--- src/rtl/muldiv_unit.sv ---
// Iterative 32-bit unsigned multiply/divide unit (shift-add multiply, restoring divide).
// Optional macro MULDIV_DIV0_BYPASS_EN: divide-by-zero completes in one cycle.
module muldiv_unit #(
  parameter int WIDTH = 32,
  parameter int AW    = 5
) (
  input  logic             clk,
  input  logic             rst,
  input  logic             start,
  input  logic [1:0]       op,
  input  logic [WIDTH-1:0] rs1_val,
  input  logic [WIDTH-1:0] rs2_val,
  input  logic [AW-1:0]    rd_addr,
  output logic             busy,
  output logic             wb_we,
  output logic [AW-1:0]    wb_addr,
  output logic [WIDTH-1:0] wb_data
);
  localparam int CW = $clog2(WIDTH);

  typedef enum logic [1:0] {IDLE, RUN, DONE} state_t;

  state_t             state;
  logic [CW-1:0]      cnt;
  logic [1:0]         op_q;
  logic [AW-1:0]      rd_q;
  logic [WIDTH-1:0]   a_q;      // multiplier (shifts right) / dividend->quotient (shifts left)
  logic [WIDTH-1:0]   b_q;      // multiplicand / divisor
  logic [2*WIDTH-1:0] acc;      // product; upper half doubles as partial remainder

  logic [2*WIDTH-1:0] acc_n;
  logic [WIDTH-1:0]   a_n;
  logic [WIDTH:0]     add_sum;
  logic [WIDTH:0]     trial;
  logic [WIDTH-1:0]   result;

  assign busy = (state != IDLE);

  always_comb begin
    acc_n   = acc;
    a_n     = a_q;
    add_sum = {1'b0, acc[2*WIDTH-1:WIDTH]} + {1'b0, (a_q[0] ? b_q : {WIDTH{1'b0}})};
    trial   = {acc[2*WIDTH-1:WIDTH], a_q[WIDTH-1]};
    if (!op_q[1]) begin
      acc_n = {add_sum, acc[WIDTH-1:1]};
      a_n   = {1'b0, a_q[WIDTH-1:1]};
    end else if (trial >= {1'b0, b_q}) begin
      // partial remainder < divisor keeps the difference within WIDTH bits
      acc_n = {trial[WIDTH-1:0] - b_q, acc[WIDTH-1:0]};
      a_n   = {a_q[WIDTH-2:0], 1'b1};
    end else begin
      acc_n = {trial[WIDTH-1:0], acc[WIDTH-1:0]};
      a_n   = {a_q[WIDTH-2:0], 1'b0};
    end
  end

  always_comb begin
    case (op_q)
      2'b00:   result = acc_n[WIDTH-1:0];
      2'b01:   result = acc_n[2*WIDTH-1:WIDTH];
      2'b10:   result = a_n;
      default: result = acc_n[2*WIDTH-1:WIDTH];
    endcase
  end

  always_ff @(posedge clk or negedge rst) begin
    if (!rst) begin
      state   <= IDLE;
      cnt     <= '0;
      op_q    <= '0;
      rd_q    <= '0;
      a_q     <= '0;
      b_q     <= '0;
      acc     <= '0;
      wb_we   <= 1'b0;
      wb_addr <= '0;
      wb_data <= '0;
    end else begin
      case (state)
        IDLE: begin
          wb_we <= 1'b0;
          if (start) begin
            op_q <= op;
            a_q  <= rs1_val;
            b_q  <= rs2_val;
            rd_q <= rd_addr;
            acc  <= '0;
            cnt  <= '0;
`ifdef MULDIV_DIV0_BYPASS_EN
            if (op[1] && (rs2_val == '0)) begin
              state   <= DONE;
              wb_we   <= (rd_addr != '0);
              wb_addr <= rd_addr;
              wb_data <= op[0] ? rs1_val : {WIDTH{1'b1}};
            end else
`endif
            state <= RUN;
          end
        end
        RUN: begin
          acc <= acc_n;
          a_q <= a_n;
          cnt <= cnt + 1'b1;
          if (cnt == CW'(WIDTH-1)) begin
            state   <= DONE;
            wb_we   <= (rd_q != '0);
            wb_addr <= rd_q;
            wb_data <= result;
          end
        end
        DONE: begin
          wb_we <= 1'b0;
          state <= IDLE;
        end
        default: state <= IDLE;
      endcase
    end
  end
endmodule
--- config.mk ---
export PLATFORM = sky130hd
export DESIGN_NAME = muldiv_unit
export DESIGN_NICKNAME = d
export VERILOG_FILES = /design/src/rtl/muldiv_unit.sv
export SDC_FILE = /design/constraint.sdc
export NUM_CORES = 1
export LEC_CHECK = 0
export BUFFER_PORTS_ARGS = -buffer_cell sky130_fd_sc_hd__buf_2
export CORE_MARGIN = 2
export CORE_UTILIZATION = 50
export CTS_CLUSTER_SIZE = 16
export DETAILED_ROUTE_END_ITERATION = 8
export PLACE_DENSITY_LB_ADDON = 0.15
export REMOVE_ABC_BUFFERS = 1
export SYNTH_ARGS = -nofsm -noshare
export SYNTH_HDL_FRONTEND = slang
export SYNTH_SLANG_ARGS = --single-unit
export TNS_END_PERCENT = 100
--- constraint.sdc ---
create_clock -name clk -period 7.6 [get_ports clk]
set_input_delay 2.28 -clock clk [delete_from_list [all_inputs] [get_ports clk]]
set_output_delay 2.28 -clock clk [all_outputs]
set_load 0.01 [all_outputs]
==> tab_implementation.tex <==
\begin{tabular}{lr}
\hline
Metric & Value \\
\hline
\multicolumn{2}{l}{\textbf{Logic synthesis}} \\
Proportion of netlist area held by the largest area contributor & 36.0\% \\
Count of different cell masters after synthesis & 84 \\
Yosys synthesis warning count & 0 \\
Post-synth EDFFs & 0 \\
Commonest cells post-synth & sky130\_fd\_sc\_hd\_\_nand2\_1 (238), sky130\_fd\_sc\_hd\_\_dfrtp\_1 (179), sky130\_fd\_sc\_hd\_\_a21oi\_1 (110), sky130\_fd\_sc\_hd\_\_o21ai\_0 (110), sky130\_fd\_sc\_hd\_\_nor2\_1 (69) \\
Netlist area before placement & 12400 um\^{}2 \\
Top post-synthesis cells by area & sky130\_fd\_sc\_hd\_\_dfrtp\_1 (36\%), sky130\_fd\_sc\_hd\_\_nand2\_1 (7.2\%), sky130\_fd\_sc\_hd\_\_ha\_1 (6.6\%), sky130\_fd\_sc\_hd\_\_a21oi\_1 (4.4\%), sky130\_fd\_sc\_hd\_\_o21ai\_0 (4.4\%) \\
Proportion of register bits with asynchronous set or reset after synthesis & between 90\% and 100\% \\
Most common cell in the synthesized netlist & sky130\_fd\_sc\_hd\_\_nand2\_1 \\
Largest area contributor in the netlist & sky130\_fd\_sc\_hd\_\_dfrtp\_1 \\
Flip-flop cell with the highest count after synthesis & sky130\_fd\_sc\_hd\_\_dfrtp\_1 \\
Number of synthesized register bits & 179 \\
Seq/Total Area, Yosys & a little over a third \\
Synthesized area divided by synthesized cell count & 8.48 um\^{}2 \\
Synth Instances & around 1500 \\
\multicolumn{2}{l}{\textbf{Critical path}} \\
Crit-path max FO & 34 \\
Count of cells along the worst register-to-register path & 13 \\
Arrival time at the worst endpoint & 4.94 ns \\
Critical path start-end classification & flip-flop to flip-flop \\
CP startpoint kind & flip-flop \\
Required time of the critical path & 7.93 ns \\
Nature of the critical path endpoint & flip-flop \\
\multicolumn{2}{l}{\textbf{Detailed routing}} \\
Detail Route Antenna Nets & 0 \\
Length of the first detailed-routing pass in iterations & 6 \\
Number of remaining DRC errors & 0 \\
Drt total wl & 36.7 mm \\
Vias per Instance & 5.98 \\
Drt initial violations & 891 \\
DR WL/cell & 19.8 um \\
Vias after detailed routing & 11100 \\
\multicolumn{2}{l}{\textbf{STA}} \\
Sum Neg Setup Slack & 0 ns \\
Setup slack after layout & around 3.0 ns \\
Hold Violations, Final & 0 \\
RSZ-0062 raised after global routing & no \\
Final min period & 4.61 ns \\
Slew Limit Headroom & 12.2\% \\
Slew at the pin closest to its max-slew limit & approximately 1.3 ns \\
Number of pins with negative max-slew slack in the final report & 0 \\
Achievable frequency & 217 MHz \\
Post-route clock period utilization & about 61\% \\
Setup clock skew after layout & between 0.015 and 0.02 ns \\
Setup-failing EPs final & 0 \\
\multicolumn{2}{l}{\textbf{Clock tree}} \\
CTS tree & yes \\
Number of gates given a new drive strength after cts & 0 \\
Clock sink total & between 150 and 200 \\
Deepest level of the CTS H-tree & 4 \\
Clock Tree Buf Depth & 2 \\
\# hold bufs at CTS & 0 \\
Clk root buf & sky130\_fd\_sc\_hd\_\_clkbuf\_16 \\
Clock buffer count from CTS & 17 \\
Reg clk slew, reported paths & approximately 0.080 ns \\
Post-CTS Repair Setup Buffers & 0 \\
Insertion delay to the later sink of the worst-skew pair & 0.45 ns \\
\multicolumn{2}{l}{\textbf{Placement}} \\
HPWL reported at the end of detailed placement & $\sim$27 mm \\
I/O Buffers & about 110 \\
Post-place setup slack & 3.10 ns \\
Cell area reported after detailed placement & $\sim$13000 um\^{}2 \\
Placer's final routability congestion estimate & 0.896 \\
\multicolumn{2}{l}{\textbf{Finish}} \\
Area grow syn2layout & 10.5\% \\
Number of nets at the end of the flow & 1664 \\
Post-layout instance area & 13700 um\^{}2 \\
Diode count & 0 \\
Count of filler cells inserted in the layout & 2328 \\
Fraction of final layout cells with drive strength greater than 1 & 13.4\% \\
\multicolumn{2}{l}{\textbf{Die}} \\
Width of the chip & roughly 160 um \\
Die extent in y & approximately 160 um \\
Number of placed I/O pins & 113 \\
Core footprint & 24400 um\^{}2 \\
Die footprint & 26100 um\^{}2 \\
Effective utilization at floorplan & 50.9\% \\
Number of placement rows & 57 \\
\multicolumn{2}{l}{\textbf{Global route}} \\
Initial antenna violation count & 0 \\
Met2 Resource Use GR & 49.0\% \\
Vias in the first global route & 11100 \\
Total congestion overflow after global routing & 0 \\
Met1 usage in global routing & 38.2\% \\
Wire length of the first global-routing pass & 59.5 mm \\
GR Util met3 & 3.72\% \\
Overall global routing resource usage & between 20\% and 30\% \\
Global-route layer with the greatest usage & met2 \\
Pin count of the biggest net entering global routing & 95 \\
\multicolumn{2}{l}{\textbf{Status}} \\
Status & complete, no violations \\
\multicolumn{2}{l}{\textbf{Run}} \\
Max-cap violations & 0 \\
\multicolumn{2}{l}{\textbf{Min path}} \\
Hold-critical path depth & 2 \\
Type of the tightest min-delay check & flip-flop to flip-flop \\
\hline
\end{tabular}
-- cells in the final DEF, fill, tap and decap left out, types with 20 or more instances in the layout --
cell                       netlist  layout
sky130_fd_sc_hd__nand2_1       238     237
sky130_fd_sc_hd__and2_1         50      49
sky130_fd_sc_hd__buf_2           6     111
sky130_fd_sc_hd__dfrtp_1       179     177
sky130_fd_sc_hd__ha_1           66      66
sky130_fd_sc_hd__nor2b_1        23      22
sky130_fd_sc_hd__nor2_1         69      66
sky130_fd_sc_hd__mux2i_1        34      34
sky130_fd_sc_hd__inv_1          63      63
sky130_fd_sc_hd__xnor2_1        41      41
sky130_fd_sc_hd__a21oi_1       110     110
sky130_fd_sc_hd__nand3_1        28      28
sky130_fd_sc_hd__a22o_1         46      46
sky130_fd_sc_hd__a31oi_1        44      44
sky130_fd_sc_hd__a21o_1         29      29
sky130_fd_sc_hd__a211oi_1       47      47
sky130_fd_sc_hd__nor3_1         20      20
sky130_fd_sc_hd__o21ai_0       110     110
-- metrics by stage --
step / utilization, % / cells / hold slack [ns]
2_1_floorplan: - / 1378 / 0.446
3_3_place_gp: 53.7 / 1827 / 0.457
3_5_place_dp: 53.7 / 1827 / 0.463
4_1_cts: 56.3 / 1859 / 0.486
5_1_grt: 56.3 / 1859 / 0.513
6_report: 56.3 / 1859 / 0.483
-- worst paths after layout --
kind	end	slack, ns	startpoint
hold / removal	wb_addr[2]$_DFFE_PN0P_	0.48	wb_addr[2]$_DFFE_PN0P_
max in group asynchronous	op_q[0]$_DFFE_PN0P_	4.49	rst
setup / recovery	wb_data[27]$_DFFE_PN0P_	2.99	a_q[0]$_DFFE_PN0P_
setup reg to reg	wb_data[27]$_DFFE_PN0P_	2.99	a_q[0]$_DFFE_PN0P_
min in group asynchronous	b_q[26]$_DFFE_PN0P_	1.93	rst
hold reg to reg	wb_addr[2]$_DFFE_PN0P_	0.48	wb_addr[2]$_DFFE_PN0P_
-- final cells by class --
cell class	instances	area [um^2]	area share, %
multi-input combinational	1134	7310	53.2
sequential	179	4480	32.6
timing repair buffer	125	664	4.84
clock buffer	18	439	3.20
tap	324	405	2.95
inverter	65	244	1.78
clock inverter	14	190	1.38
-- critical path, stage by stage (launching register included) --
cell and delay [ns]:
sky130_fd_sc_hd__dfrtp_1 0.83, sky130_fd_sc_hd__and2_1 0.23, sky130_fd_sc_hd__ha_1 0.19, sky130_fd_sc_hd__inv_1 0.06, sky130_fd_sc_hd__fa_1 0.37, sky130_fd_sc_hd__nand2b_1 0.20, sky130_fd_sc_hd__a21oi_1 0.26, sky130_fd_sc_hd__a41oi_1 0.31
sky130_fd_sc_hd__o31ai_2 0.44, sky130_fd_sc_hd__a41oi_2 0.27, sky130_fd_sc_hd__o311a_2 0.44, sky130_fd_sc_hd__xnor2_1 0.15, sky130_fd_sc_hd__mux4_2 0.48, sky130_fd_sc_hd__mux2_4 0.27
-- registers in the layout (all words and copies together) (netlist names) --
register	flops
rd_q	5
state	2
acc	63
wb_data	32
op_q	2
cnt	5
wb_addr	5
b_q	32
wb_we	1
a_q	32
-- logic make-up after synthesis --
logic type / Yosys count / synth area share [%]
XOR/XNOR: 52 / 3.67
AND/OR/NAND/NOR: 477 / 17.6
buffers and inverters: 153 / 5.28
flip-flops: 179 / 36.0
multiplexers: 45 / 3.86
AO/OA/AOI/OAI: 492 / 26.6
adder cells (fa/ha/maj): 68 / 6.97
-- per-layer routing --
metal,vias up,wire [um],share of wire (%)
li1,5406,-,-
met1,5353,16300,44
met2,284,17800,49
met3,67,1610,4.4
met4,0,1030,2.8
met5,-,0,0
Power is left out: the tool's default activity adds up to more than one toggle a clock period on the data nets, which glitch-free logic cannot reach.
